[src/rtl/isp_pkg.sv]
// Shared ISP types: Bayer phase codes, mosaic FSM states and pixel payload.
package isp_pkg;
  localparam int PIX_W = 8;
  localparam int CNT_W = 32;
  localparam int PAY_W = PIX_W + 2 * CNT_W;

  typedef enum logic [1:0] {
    BAYER_GBRG = 2'd0,
    BAYER_BGGR = 2'd1,
    BAYER_RGGB = 2'd2,
    BAYER_GRBG = 2'd3
  } bayer_t;

  typedef enum logic [1:0] {
    ST_IDLE   = 2'd0,
    ST_ACTIVE = 2'd1,
    ST_LAST   = 2'd2
  } st_t;

  typedef enum logic [1:0] {
    CH_R = 2'd0,
    CH_G = 2'd1,
    CH_B = 2'd2
  } ch_t;

  typedef struct packed {
    logic [PIX_W-1:0] data;
    logic [CNT_W-1:0] x;
    logic [CNT_W-1:0] y;
  } pix_t;

  // Site colour for phase pat at {y0,x0}.
  function automatic ch_t bayer_ch(
    input logic [1:0] pat,
    input logic       y0,
    input logic       x0
  );
    logic [1:0] i;
    i = {y0, x0};
    unique case (pat)
      BAYER_GBRG:
        return (i == 2'd1) ? CH_B :
               (i == 2'd2) ? CH_R : CH_G;
      BAYER_BGGR:
        return (i == 2'd0) ? CH_B :
               (i == 2'd3) ? CH_R : CH_G;
      BAYER_RGGB:
        return (i == 2'd0) ? CH_R :
               (i == 2'd3) ? CH_B : CH_G;
      default:
        return (i == 2'd1) ? CH_R :
               (i == 2'd2) ? CH_B : CH_G;
    endcase
  endfunction
endpackage

[src/rtl/bayer_skid_buf.sv]
// One-entry skid buffer with registered output; in_ready comes from a flop.
module bayer_skid_buf #(
  parameter int W = 72
) (
  input  logic         clk,
  input  logic         reset,
  input  logic [W-1:0] in_data,
  input  logic         in_valid,
  output logic         in_ready,
  output logic [W-1:0] out_data,
  output logic         out_valid,
  input  logic         out_ready
);
  logic         full;
  logic [W-1:0] skid;
  logic         take;
  logic         load;

  assign in_ready = !full;
  assign take     = in_valid && !full;
  assign load     = !out_valid || out_ready;

  always_ff @(posedge clk) begin
    if (!reset) begin
      full      <= 1'b0;
      skid      <= '0;
      out_data  <= '0;
      out_valid <= 1'b0;
    end else if (load) begin
      if (full) begin
        out_data  <= skid;
        out_valid <= 1'b1;
        full      <= 1'b0;
      end else if (take) begin
        out_data  <= in_data;
        out_valid <= 1'b1;
      end else begin
        out_valid <= 1'b0;
      end
    end else if (take) begin
      skid <= in_data;
      full <= 1'b1;
    end
  end
endmodule

[src/rtl/bayer_mosaic.sv]
// RGB raster to Bayer mosaic with skid-buffered valid/ready output.
// MOSAIC_TPG_EN adds an internal 8-bar colour test pattern on tpgEn.
module bayer_mosaic
  import isp_pkg::*;
#(
  parameter int width   = 1920,
  parameter int height  = 1080,
  parameter int pattern = 0
) (
  input  logic        clk,
  input  logic        reset,
  input  logic [7:0]  iR,
  input  logic [7:0]  iG,
  input  logic [7:0]  iB,
  input  logic        iValid,
  output logic        iReady,
  input  logic        tpgEn,
  output logic [7:0]  oData,
  output logic        oValid,
  input  logic        oReady,
  output logic [31:0] xCnt,
  output logic [31:0] yCnt,
  output logic        oDone
);
  localparam logic [31:0] X_LAST = 32'(width - 1);
  localparam logic [31:0] Y_LAST = 32'(height - 1);
  localparam logic [1:0]  PAT    = 2'(pattern);

  st_t         st;
  logic [31:0] in_x;
  logic [31:0] in_y;
  logic        src_valid;
  logic [7:0]  r, g, b;
  logic        accept;
  logic        last_in;
  logic        out_last;
  ch_t         ch;
  pix_t        pix;
  pix_t        out_pix;

`ifdef MOSAIC_TPG_EN
  localparam logic [31:0] BAR_W =
    (width / 8 > 0) ? 32'(width / 8) : 32'd1;
  logic       tpg_mode;
  logic       tpg_sel;
  logic [2:0] k;

  // Mode latches only between frames; IDLE follows tpgEn live.
  assign tpg_sel   = (st == ST_IDLE) ? tpgEn : tpg_mode;
  assign k         = 3'(in_x / BAR_W);
  assign src_valid = tpg_sel || iValid;
  assign r = tpg_sel ? {8{k[2]}} : iR;
  assign g = tpg_sel ? {8{k[1]}} : iG;
  assign b = tpg_sel ? {8{k[0]}} : iB;

  always_ff @(posedge clk) begin
    if (!reset)
      tpg_mode <= 1'b0;
    else if (st == ST_IDLE)
      tpg_mode <= tpgEn;
  end
`else
  logic tpg_unused;
  assign tpg_unused = tpgEn;
  assign src_valid  = iValid;
  assign r = iR;
  assign g = iG;
  assign b = iB;
`endif

  assign accept   = src_valid && iReady;
  assign last_in  = (in_x == X_LAST) && (in_y == Y_LAST);
  assign ch       = bayer_ch(PAT, in_y[0], in_x[0]);
  assign out_last = (xCnt == X_LAST) && (yCnt == Y_LAST);

  always_comb begin
    pix.data = '0;
    pix.x    = in_x;
    pix.y    = in_y;
    unique case (1'b1)
      (ch == CH_R): pix.data = r;
      (ch == CH_G): pix.data = g;
      (ch == CH_B): pix.data = b;
      default:      pix.data = '0;
    endcase
  end

  always_ff @(posedge clk) begin
    if (!reset) begin
      st   <= ST_IDLE;
      in_x <= '0;
      in_y <= '0;
    end else begin
      if (accept) begin
        if (in_x == X_LAST) begin
          in_x <= '0;
          in_y <= (in_y == Y_LAST) ? '0 : in_y + 32'd1;
        end else begin
          in_x <= in_x + 32'd1;
        end
      end
      unique case (st)
        ST_IDLE:
          if (accept) st <= last_in ? ST_LAST : ST_ACTIVE;
        ST_ACTIVE:
          if (accept && last_in) st <= ST_LAST;
        ST_LAST:
          // Next frame may already be flowing in behind the last pixel.
          if (oDone)
            st <= (accept || in_x != '0 || in_y != '0) ?
                  ST_ACTIVE : ST_IDLE;
        default: st <= ST_IDLE;
      endcase
    end
  end

  assign oDone = (st == ST_LAST) && oValid && oReady && out_last;

  bayer_skid_buf #(
    .W(PAY_W)
  ) u_skid (
    .clk      (clk),
    .reset    (reset),
    .in_data  (pix),
    .in_valid (src_valid),
    .in_ready (iReady),
    .out_data (out_pix),
    .out_valid(oValid),
    .out_ready(oReady)
  );

  assign oData = out_pix.data;
  assign xCnt  = out_pix.x;
  assign yCnt  = out_pix.y;
endmodule

[config.mk]
export PLATFORM = sky130hd
export DESIGN_NAME = bayer_mosaic
export DESIGN_NICKNAME = d
export VERILOG_FILES = /design/src/rtl/isp_pkg.sv /design/src/rtl/bayer_skid_buf.sv /design/src/rtl/bayer_mosaic.sv
export SDC_FILE = /design/constraint.sdc
export NUM_CORES = 1
export LEC_CHECK = 0
export CORE_ASPECT_RATIO = 1.4
export CORE_MARGIN = 3
export CORE_UTILIZATION = 52
export CTS_CLUSTER_DIAMETER = 40
export DETAILED_ROUTE_END_ITERATION = 10
export GPL_ROUTABILITY_DRIVEN = 0
export PLACE_DENSITY = 0.74
export RECOVER_POWER = 25
export SLEW_MARGIN = 20
export SYNTH_ARGS = -nofsm -noshare
export SYNTH_HDL_FRONTEND = slang
export SYNTH_HIERARCHICAL = 1
export SYNTH_SLANG_ARGS = --single-unit
[constraint.sdc]
create_clock -name clk -period 3.3 [get_ports clk]
set_clock_uncertainty 0.2 [all_clocks]
set_input_delay 0.66 -clock clk [delete_from_list [all_inputs] [get_ports clk]]
set_output_delay 0.66 -clock clk [all_outputs]
set_load 0.02 [all_outputs]
==> Yosys cells after proc, flatten, opt, wreduce, memory -nomap -nowiden <==
Cells that the tools add are included.
Widths: inputs -> output; s select.
{ "op_classes": {"n_bitwise": 2, "muxes": 15, "addsub": 2, "n_eq_ne": 13, "reduce_logical": 22} }
{ "ops": {"columns": ["cell", "count"], "rows": [
  ["$mux 72", 2],
  ["$eq 32x11->1 const B", 4],
  ["$add 32x1->32 const B", 2],
  ["$mux 32", 2],
  ["$reduce_bool 32->1", 2],
  ["$pmux 8 s3", 1],
  ["$mux 2", 5],
  ["$logic_and 1x1->1", 7],
  ["$eq 2x1->1 const B", 3],
  ["$eq 2x2->1 const B", 3],
  ["$ne 2x2->1 const B", 3],
  ["$pmux 2 s3", 1],
  ["$reduce_and 2->1", 3],
  ["$logic_not 2->1", 2],
  ["$mux 1", 4],
  ["$logic_or 1x1->1", 3],
  ["$reduce_and 3->1", 1],
  ["$logic_not 1->1", 2],
  ["$not 1->1", 2],
  ["$reduce_bool 2->1", 1],
  ["$reduce_or 2->1", 1]
]} }
{ "word_totals": {"wordCells": 61, "out_inout_bits": 75, "register_bits": 212} }

==> Longest topological paths before layout <==
Gate-level depths: netlist (run 1).
{ "depth": {"ltp_word": 7, "ltp_mapped": 11, "ltp_nobuf": 7} }

==> Cells and area by module <==
Netlist (run 1), hierarchy kept.
{ "modules_own_cells": {"columns": ["mod", "instances", "area_each_um2", "cells_each", "seq_area_each_um2"], "rows": [
  ["bayer_skid_buf", 1, 6208.5, 652, 2922.8],
  ["bayer_mosaic", 1, 3513.4, 426, 1321.3]
]} }

==> Worst setup path after synthesis (run 1) <==
OpenSTA, ideal clock, no wires.
{ "synth_path": {"path_kind": "reg2out", "from": "register u_skid.out_data[34]", "to": "output oDone", "n_path_buf": 0, "path_stages_with_launch": 5, "t_arrival_ns": 2.140, "setup_slack_ns": 0.300, "path_cell_list": "dfxtp_1 -> or4b_2 -> nor4_1 -> nand3_1 -> nor4_1"} }
{ "synth_via": {"elab_chain_len": 3} }
{ "synth_rtl": {"columns": ["item", "line_no", "rtl"], "rows": [
  ["start, declared", "bayer_skid_buf.sv:10", "output logic [W-1:0] out_data,"],
  ["start signal, assigned", "bayer_skid_buf.sv:31", "out_data <= skid;"],
  ["start signal, assigned", "bayer_skid_buf.sv:35", "out_data <= in_data;"],
  ["$eq 32x11->1", "bayer_mosaic.sv:74", "assign out_last = (xCnt == X_LAST) && (yCnt == Y_LAST);"],
  ["$logic_and 1x1->1", "bayer_mosaic.sv:74", null],
  ["$logic_and 1x1->1", "bayer_mosaic.sv:117", "assign oDone = (st == ST_LAST) && oValid && oReady && out_last;"],
  ["end, declared", "bayer_mosaic.sv:23", "output logic oDone"]
]} }
Every way passes these cells.

==> Final worst setup path (run 1) <==
{ "layout_path": {"from": "register st[0]", "to": "output oDone"} }
{ "layout_via": {"elab_chain_len": 4} }
{ "layout_rtl": {"columns": ["item", "line_no", "rtl"], "rows": [
  ["start, declared", "bayer_mosaic.sv:29", "st_t st;"],
  ["start signal, assigned", "bayer_mosaic.sv:104", "if (accept) st <= last_in ? ST_LAST : ST_ACTIVE;"],
  ["start signal, assigned", "bayer_mosaic.sv:110", "st <= (accept || in_x != '0 || in_y != '0) ?"],
  ["$eq 2x2->1", "bayer_mosaic.sv:117", null],
  ["$logic_and 1x1->1 (3 in a row)", "bayer_mosaic.sv:117", null]
]} }
Every way passes these cells.

==> results_dict.tcl, run 1 <==
set metrics [dict create \
    io_pins 104 \
    ctsResizeCount 8 \
    drt_pre_antenna_iters 7 \
    synth_area_sq_um 9720 \
    gr-usage-met2_pct 42.9 \
    grt_most_used_layer "met2" \
    synth.net_count 1114 \
    critical_path_class "register to output port" \
    ys_types 43 \
    comb_power_share_pct 9.9 \
    endpoint_kind "output port" \
    final_net_count 1191 \
    critical_path_arrival_ns 2.33 \
    power_frac_clock_pct 44.8 \
    startpoint_type "register" \
    globalRouteMet1Util_pct 29.2 \
    use_met3_pct 3.16 \
    worst-r2r-setup-slack_ns 0.70 \
    layout_cell_share_with_drive_strength_beyond_1_pct 6.84 \
    initial_antenna_violation_count 0 \
    fmax_ghz 0.314 \
    seq_area_frac_synth_pct 43.7 \
    swShare_pct 24.3 \
    worst_case_reg_to_reg_path_depth 8 \
    cap_viol_max_count 1 \
    fp.dieArea_sq_um 20400 \
    detail-route-antenna-nets 0 \
    htree_num_levels 1 \
    relative_slew_slack_pct -10.8 \
    synth-warning-count 6 \
    period_share_pct 96.6 \
    largest_net_degree_at_the_start_of_global_routing 75 \
    vias_per_cell 5.76 \
    areaGrowthSynthToFinish_pct 20.7 \
    worstHoldStart "u_skid/skid[53]$_SDFFE_PN0P_" \
    initial_utilization_pct 53.6 \
    post_dp_cell_area_sq_um 11000 \
    place.detailed.hpwl_um 15600 \
    setup-violations-final 0 \
    grt_setup_unrepaired "no" \
    ctsLongestPathBuffers 3 \
    core_sq_um 18100 \
    p_int_mw 4.49 \
    violations "max-capacitance violations, max-slew violations" \
    clk-insertion-delay-late_ns 0.52 \
    final_util_pct 64.7 \
    post-route-drc-count 0 \
    critPathMaxStageDelay_ns 0.53 \
    endpoint "oDone" \
    die_x_um 122 \
    period_needed_ns 3.19 \
    cts_post_setup_buffers_inserted 0 \
    post_cts_hold_buffer_count 0 \
    worst-endpoint-required_ns 2.44 \
    detailed_route_iter0_violations 461 \
    timing.hold.worst.class "register to register" \
    fillers 1532 \
    syn-mean-instance-area_sq_um 9.02 \
    die_y_um 168 \
    grt_remaining_overflow 0 \
    synth.ff_latch_count 212 \
    cp_cell_sequence "or4b_4 > nor4_2 > nand3_1 > nor4_1 > buf_4 > buf_6" \
    power.density_cell_area_nw_per_um2 505 \
    rows 58 \
    first_global_vias 8125 \
    route.detailed.wl_per_inst_um 17.2 \
    reg2reg_from "in_x[27]$_SDFFE_PN0N_" \
    report.power.total_mw 5.93 \
    cts_tree "built" \
    worst-path-max-fanout 2 \
    max_slew.worst_pin.slew_ns 1.66 \
    net-switching-power_mw 1.44 \
    numPortBuffers 102 \
    status "finished, violations left" \
    wire_length_of_the_first_global_routing_pass_um 40700 \
    globalRouteTotalUtil_pct 24.0 \
    cts_num_sinks 212 \
    final_hold_viol_count 0 \
    cts-buffers-inserted 24 \
    p_leak_nw 4.66 \
    wirelength_um 24300 \
    ir_drop_mv 0.405 \
    crit_path_top_delay_cell "or4b_4" \
    critPathLaunch "st[0]$_SDFFE_PN0P_" \
    clockRootBuffer "clkbuf_16" \
    dr_total_vias 8120 \
    postLayoutCellArea_sq_um 11700 \
    syn_inst 1078 \
    power_frac_seq_pct 45.3 \
    insertedDiodeCount 0 \
    worstReg2RegEnd "in_y[2]$_SDFFE_PN0P_" \
    finalMaxSlewViolations 75 \
    clk_pin_slew_worst_paths_ns 0.06 \
]
## synthesized netlist by cell type
library cell  instances  area share, %
clkbuf_1             34            1.3
and2_4                1          0.090
nand2b_1              2           0.13
and4_1                8           0.72
or3_1                12           0.77
nand2_1             178            6.9
xor2_1               41            3.7
mux2i_1              73            7.5
or4b_2                1           0.10
o21a_1                2           0.15
nand4_4               2           0.44
buf_1                11           0.42
inv_1                10           0.39
buf_6                 9            1.0
nor4_4                2           0.44
o211a_1              72            7.4
and3_1                6           0.39
xnor2_1               9           0.81
nand3_1             101            5.2
nor4_1               26            1.7
inv_2                 1          0.039
a222oi_1              8           0.82
buf_2                25            1.3
and2_1                5           0.32
nor4_2                2           0.26
buf_4                 1          0.077
nand4bb_1             1           0.12
nor4b_1               6           0.54
o21ai_0              11           0.57
nand3b_1              1          0.077
nor3b_1               2           0.15
or2_2                 1          0.064
o32ai_1               1          0.090
nor3_1                2           0.10
nor2_1               74            2.9
ha_1                  7           0.90
dfxtp_1             212             44
a21boi_1             73            5.6
or4_1                 1          0.077
nor4bb_1              3           0.31
nand4_1              27            1.7
or2_1                 1          0.064
a21oi_1              13           0.67
## worst min path at each step
stage	slack [ns]	to	cells past startpoint
after floorplan	0.23	u_skid/skid[0]$_SDFFE_PN0P_	2
after global placement	0.24	u_skid/skid[9]$_SDFFE_PN0P_	2
after detailed placement	0.24	u_skid/skid[36]$_SDFFE_PN0P_	2
after CTS	0.25	u_skid/skid[7]$_SDFFE_PN0P_	2
after global routing	0.26	u_skid/skid[53]$_SDFFE_PN0P_	2
final	0.26	u_skid/skid[53]$_SDFFE_PN0P_	2
## power by group through the flow
stage,Sequential [mW],Combinational (mW),Clock (mW)
after global placement,2.74,0.591,0
after detailed placement,2.74,0.595,0
after global routing,2.70,0.630,2.81
after CTS,2.69,0.598,2.70
final,2.69,0.586,2.66
after floorplan,2.80,0.276,0
## cells in the final DEF (no fill, tap or decap), types with 6 or more instances in the layout
master and n:
dfxtp_1 211, nand2_1 178, nand3_1 101, clkdlybuf4s50_1 99
nor2_1 74, mux2i_1 73, o211a_1 72, a21boi_0 59
xor2_1 41, nand4_1 27, clkbuf_16 25, nor4_1 24
buf_4 19, a21boi_1 14, a21oi_1 13, or3_1 12
o21ai_0 11, inv_1 10, xnor2_1 9, a222oi_1 8
and4_1 8, clkbuf_1 8, ha_1 7, nor4b_1 6
and3_1 6
## layout make-up
type	count	area, sq um	area share (%)
Tap cell	240	300	2.56
Timing Repair Buffer	131	1280	10.9
Clock inverter	10	124	1.06
Multi-Input combinational cell	775	5070	43.2
Sequential cell	212	4250	36.2
Clock buffer	31	668	5.69
Inverter	11	41.3	0.352
## state kept, by name, summed over array words and instances (netlist names)
signal and cells:
u_skid/out_data 72, u_skid/skid 72, in_x 32, in_y 32, st 2, u_skid/full 1, u_skid/out_valid 1
## per-stage QoR
| stage | worst slack (ns) | hold slack, ns | setup TNS [ns] | cells |
|---|---|---|---|---|
| 6_report | 0.113 | 0.255 | 0 | 1410 |
| 2_1_floorplan | 0.300 | 0.235 | 0 | 1078 |
| 5_1_grt | 0.0105 | 0.262 | 0 | 1410 |
| 3_3_place_gp | -0.363 | 0.239 | -0.363 | 1369 |
| 3_5_place_dp | -0.345 | 0.245 | -0.345 | 1369 |
| 4_1_cts | 0.0914 | 0.253 | 0 | 1410 |
## routing by layer
layer  routed length, um  vias to the layer above
met5                   0                        -
met4                 845                        0
met3                 975                       55
met2               12400                      176
met1               10100                     3891
li1                    -                     3998
## worst max-delay path, delay by kind of cell (launching register included)
family	cells	cell delay (ns)
AND/OR/NAND/NOR	4	1.21
flip-flops	1	0.32
buffers and inverters	2	0.29
## kinds of logic after synthesis
| group | synth area share (%) |
|---|---|
| muxes | 7.52 |
| DFF | 43.7 |
| adders and majority gates | 0.901 |
| and+or+nand+nor | 23.5 |
| xor gates and xnor gates | 4.50 |
| AOI/OAI and AO/OA | 15.4 |
| buffers and inverters | 4.57 |
(Power assumes the default switching activity.)
==> inputs of run 2 (changes only) <==
CORE_MARGIN = 4   (was 3)
==> run 2 against run 1 <==
First-iteration DRC count rose by 15%. Critical path depth did not move. Register-to-register slack got worse by 0.20 ns. Sequential power barely moved. Final area rose by 0.38%. Worst setup slack got worse by 0.0060 ns. Largest power group is now the clock network. Critical endpoint is now u_skid/out_data[54]$_SDFFE_PN0P_. Power rose by 1.5%. Routed wire length rose by 0.66%. Sequential share of layout area fell by 0.14 points. The run still ends with max-capacitance violations, max-slew violations left.
==> results_dict.tcl, run 2 (synthesized netlist as in run 1, its figures left out) <==
set metrics [dict create \
    status "finished, violations left" \
    violations "max-capacitance violations, max-slew violations" \
    grt_remaining_overflow 0 \
    first_global_vias 7904 \
    die_x_um 124 \
    clockRootBuffer "clkbuf_16" \
    reg2reg_from "u_skid/full$_SDFFE_PP0P_" \
    dr_total_vias 8220 \
    final_net_count 1191 \
    pre_cts_ws_ns -0.338 \
    final_util_pct 64.9 \
    final_hold_viol_count 0 \
    worstReg2RegEnd "u_skid/skid[67]$_SDFFE_PN0P_" \
    leading_cell_type_in_the_layout_fill_and_taps_excluded "dfxtp_1" \
    globalRouteTotalUtil_pct 23.3 \
    initial_utilization_pct 53.6 \
    wl_met2_um 12700 \
    highest-signal-layer "met4" \
    fp.dieArea_sq_um 21000 \
    cts-buffers-inserted 25 \
    period_needed_ns 3.19 \
    ctsLongestPathBuffers 3 \
    cap_viol_max_count 1 \
    route.detailed.wl_per_inst_um 17.3 \
    numPortBuffers 102 \
    path_delay_family "buffers and inverters" \
    cts_tree "built" \
    critical_path_arrival_ns 3.40 \
    timing.hold.worst.class "register to register" \
    ir_drop_mv 0.372 \
    finalMaxSlewViolations 75 \
    worst-path-max-fanout 74 \
    clk_pin_slew_worst_paths_ns 0.06 \
    p_leak_nw 4.70 \
    htree_num_levels 1 \
    worst-endpoint-required_ns 3.51 \
    power.density_cell_area_nw_per_um2 511 \
    worst-r2r-setup-slack_ns 0.50 \
    io_pins 104 \
    endpoint_kind "register" \
    setup-violations-final 0 \
    fmax_ghz 0.313 \
    wire_length_of_the_first_global_routing_pass_um 40300 \
    vias_per_cell 5.82 \
    layout_setup_ws_ns 0.107 \
    core_sq_um 18100 \
    clk-insertion-delay-late_ns 0.52 \
    met1_length_um 10300 \
    rows 58 \
    startpoint_type "input pin" \
    worstHoldStart "u_skid/skid[18]$_SDFFE_PN0P_" \
    layout_cell_share_with_drive_strength_beyond_1_pct 7.50 \
    drt_pre_antenna_iters 7 \
    crit_path_top_delay_cell "clkbuf_2" \
    cts_num_sinks 212 \
    critical_path.n_buffers_inverters 3 \
    die_y_um 170 \
    top_regs "u_skid/out_data (72), u_skid/skid (72)" \
    wirelength_um 24400 \
    grt_setup_unrepaired "no" \
    cp_cell_sequence "dlygate4sd3_1 > clkbuf_1 > nand2b_2 > clkbuf_2 > nand3_1 > o211a_1" \
    max_slew.worst_pin.slew_ns 1.71 \
    most_frequent_cells_in_the_layout "dfxtp_1, nand2_1, nand3_1, clkdlybuf4s50_1, nor2_1" \
    insertedDiodeCount 0 \
    route.met3.wl_um 922 \
    period_share_pct 96.7 \
    post_cts_hold_buffer_count 0 \
    place.detailed.hpwl_um 15500 \
    end_of_the_worst_hold_path "u_skid/skid[18]$_SDFFE_PN0P_" \
    hold_depth 2 \
    detail-route-antenna-nets 0 \
    number_of_stages_on_the_worst_setup_path 6 \
    critical_path_class "input pin to register" \
    detailed_route_iter0_violations 529 \
    post-route-drc-count 0 \
    areaGrowthSynthToFinish_pct 21.1 \
    initial_antenna_violation_count 0 \
    relative_slew_slack_pct -14.2 \
    worst_case_reg_to_reg_path_depth 5 \
    largest_net_degree_at_the_start_of_global_routing 105 \
    critPathMaxStageDelay_ns 1.24 \
]
run 2: cell count changes in the layout (fill, tap and decap cells not counted), sizes merged:
| cell | change |
|---|---|
| dlygate4sd3 | +1 |
| inv | +4 |
| clkbuf | -2 |
| clkdlybuf4s50 | -1 |
| clkinvlp | +1 |
run 2: cell type report:
type	count	area, sq um
Inverter	11	41.3
Clock inverter	15	164
Fill cell	1535	6360
Sequential cell	212	4250
Clock buffer	30	664
Tap cell	240	300
Timing Repair Buffer	130	1260
Multi-Input combinational cell	775	5100
run 2: worst max path at each step:
stage / slack [ns] / to / from
5_1_grt: 0.008 / oDone / st[0]$_SDFFE_PN0P_
6_report: 0.11 / u_skid/out_data[54]$_SDFFE_PN0P_ / oReady
3_5_place_dp: -0.34 / oDone / oReady
2_1_floorplan: 0.30 / oDone / u_skid/out_data[34]$_SDFFE_PN0P_
3_3_place_gp: -0.34 / oDone / oReady
4_1_cts: 0.01 / oDone / st[0]$_SDFFE_PN0P_
run 2: worst min-delay path, delay by kind of cell, from the launching register on:
| family | cells | cell delay, ns |
|---|---|---|
| flops | 1 | 0.31 |
| simple gates | 1 | 0.05 |
| compound gates | 1 | 0.05 |
run 2: through the flow:
step / TNS, ns / instance area [sq um] / cells / hold WS [ns] / power, mW
2_1_floorplan: 0 / 9720 / 1078 / 0.235 / 3.08
3_3_place_gp: -0.338 / 11000 / 1368 / 0.240 / 3.33
4_1_cts: 0 / 11800 / 1413 / 0.253 / 6.08
5_1_grt: 0 / 11800 / 1413 / 0.270 / 6.23
6_report: 0 / 11800 / 1413 / 0.252 / 6.02
3_5_place_dp: -0.338 / 11000 / 1368 / 0.244 / 3.34
run 2: where the power goes:
group          internal (mW)  switching (mW)  leakage (nW)  total (mW)
sequential              2.63          0.0592          1.72        2.69
clock                   1.62            1.12         0.404        2.74
combinational          0.268           0.324          2.58       0.592
total                   4.52            1.50          4.70        6.02
run 2: routing by layer:
metal	vias to the layer above	track usage, %
met2	172	42.0
met1	4004	29.2
met3	42	2.87
li1	4002	-
met5	-	0
met4	0	6.36
run 2: timing repair:
action | 4_1_cts | 5_1_grt
pin swaps | 2 | 2
buffers inserted | 0 | 0
gates resized for setup | 6 | 3
endpoints found under the setup margin | 1 | 1
==> inputs of run 3 (changes only) <==
CORE_UTILIZATION = 45   (was 52)
CTS_CLUSTER_SIZE = 30   (was unset)
PLACE_DENSITY = 0.66   (was 0.74)
clock period = 3.9 ns   (was 3.3 ns; I/O delays follow)
==> run 3 against run 2 <==
The flow still finishes with violations (max-capacitance violations, max-slew violations). Non-clock buffer count is 7 lower. Critical path type is now register to output port. Highest routed layer unchanged. Largest power group unchanged. Register-to-register slack better by 0.60 ns. Via count is 0.96% lower. Combinational power is 19% lower. Power is 9.6% lower. Worst hold slack hardly changed.
==> results_dict.tcl, run 3 (synthesized netlist as in run 1, its figures left out) <==
set metrics [dict create \
    status "finished, violations left" \
    violations "max-capacitance violations, max-slew violations" \
    die_x_um 132 \
    globalRouteTotalUtil_pct 20.6 \
    fp.dieArea_sq_um 24100 \
    startpoint_type "register" \
    cts_tree "built" \
    grt_setup_unrepaired "no" \
    grt_remaining_overflow 0 \
    ctsResizeCount 1 \
    top_regs "u_skid/out_data (72), u_skid/skid (72)" \
    numPortBuffers 102 \
    post-route-drc-count 0 \
    period_needed_ns 3.73 \
    wirelength_um 25300 \
    clk_pin_slew_worst_paths_ns 0.06 \
    critical_path_class "register to output port" \
    route.detailed.wl_per_inst_um 17.7 \
    finalMaxSlewViolations 75 \
    timing.setup.tns_ns 0 \
    timing.hold.worst.class "register to register" \
    layout_cell_share_with_drive_strength_beyond_1_pct 7.17 \
    pre_cts_ws_ns 0.0223 \
    die_y_um 182 \
    htree_num_levels 1 \
    post_cts_hold_buffer_count 0 \
    critical_path_arrival_ns 2.75 \
    worst-path-max-fanout 3 \
    largest_net_degree_at_the_start_of_global_routing 75 \
    detail-route-antenna-nets 0 \
    placed_instance_count 1381 \
    final_hold_viol_count 0 \
    ir_drop_mv 0.371 \
    relative_slew_slack_pct -20.2 \
    rows 63 \
    place.detailed.hpwl_um 16000 \
    worst-endpoint-required_ns 2.92 \
    post_dp_cell_area_sq_um 10900 \
    endpoint_kind "output port" \
    io_pins 104 \
    most_frequent_cells_in_the_layout "dfxtp_1, nand2_1, nand3_1, clkdlybuf4s50_1, nor2_1" \
    layout_setup_ws_ns 0.168 \
    dr_total_vias 8141 \
    cap_viol_max_count 1 \
    postLayoutCellArea_sq_um 11800 \
    cts_num_sinks 212 \
    period_share_pct 95.7 \
    detailed_route_iter0_violations 615 \
    first_global_vias 8075 \
    clockRootBuffer "clkbuf_16" \
    layout.cells.non_filler 1432 \
    max_slew.worst_pin.slew_ns 1.80 \
    ctsLongestPathBuffers 3 \
    worst-r2r-setup-slack_ns 1.10 \
    vias_per_cell 5.69 \
    initial_antenna_violation_count 0 \
    drt_pre_antenna_iters 5 \
    fmax_ghz 0.268 \
    report.power.total_mw 5.44 \
    setup-violations-final 0 \
    clk-insertion-delay-late_ns 0.54 \
    areaGrowthSynthToFinish_pct 21.8 \
    final_net_count 1187 \
    p_leak_nw 4.69 \
    cts-buffers-inserted 28 \
    initial_utilization_pct 45.8 \
    cts_post_setup_buffers_inserted 0 \
    leading_cell_type_in_the_layout_fill_and_taps_excluded "dfxtp_1" \
    core_sq_um 21200 \
    insertedDiodeCount 0 \
    power.density_cell_area_nw_per_um2 459 \
    wire_length_of_the_first_global_routing_pass_um 41600 \
]
[run 3: cell count changes in the layout (fill, tap and decap cells not counted), moves of 3 or more]
cell / change
clkbuf_16: +4
clkinvlp_4: +4
a21boi_1: -43
buf_4: -4
clkbuf_1: -3
buf_12: -3
clkinv_4: +3
a21boi_0: +43
[run 3: stage by stage]
step / hold WS (ns) / util, %
floorplan: 0.235 / -
global placement: 0.239 / 51.3
global route: 0.273 / 55.9
CTS: 0.253 / 56.0
finish: 0.253 / 55.9
detailed placement: 0.245 / 51.3
[run 3: path summary, 6_finish.rpt]
kind,startpoint,to,cells past startpoint
hold reg to reg,u_skid/skid[41]$_SDFFE_PN0P_,u_skid/skid[41]$_SDFFE_PN0P_,2
setup reg to reg,u_skid/full$_SDFFE_PP0P_,in_x[10]$_SDFFE_PN0N_,8
hold / removal,u_skid/skid[41]$_SDFFE_PN0P_,u_skid/skid[41]$_SDFFE_PN0P_,2
setup / recovery,st[0]$_SDFFE_PN0P_,oDone,6
[run 3: layout make-up]
type                    instances  area [sq um]
clock buffers                  31           743
clock inverters                20           251
fillers                      1900          9360
inverters                      11          41.3
multi-input cells             775          5060
flip-flops and latches        212          4250
well taps                     260           325
repair buffers                123          1170
[run 3: layer usage]
metal	up-vias	global-route usage, %	wire, um
met5	-	0	0
met4	0	6.82	646
met3	41	2.85	933
met2	163	38.2	13100
met1	3951	24.4	10700
li1	3986	-	-
[run 3: critical path, stage by stage (launching register included)]
cell,delay (ns)
dfxtp_1,0.35
or4b_2,0.68
nor4_1,0.19
nand3_1,0.19
nor4_1,0.31
buf_4,0.18
dlygate4sd2_1,0.33
[run 3: where the power goes]
part | internal, mW | switching [mW] | leakage, nW | total [mW]
Clock | 1.66 | 1.02 | 0.467 | 2.68
Combinational | 0.215 | 0.263 | 2.50 | 0.478
Sequential | 2.22 | 0.0577 | 1.72 | 2.28
Total | 4.10 | 1.34 | 4.69 | 5.44
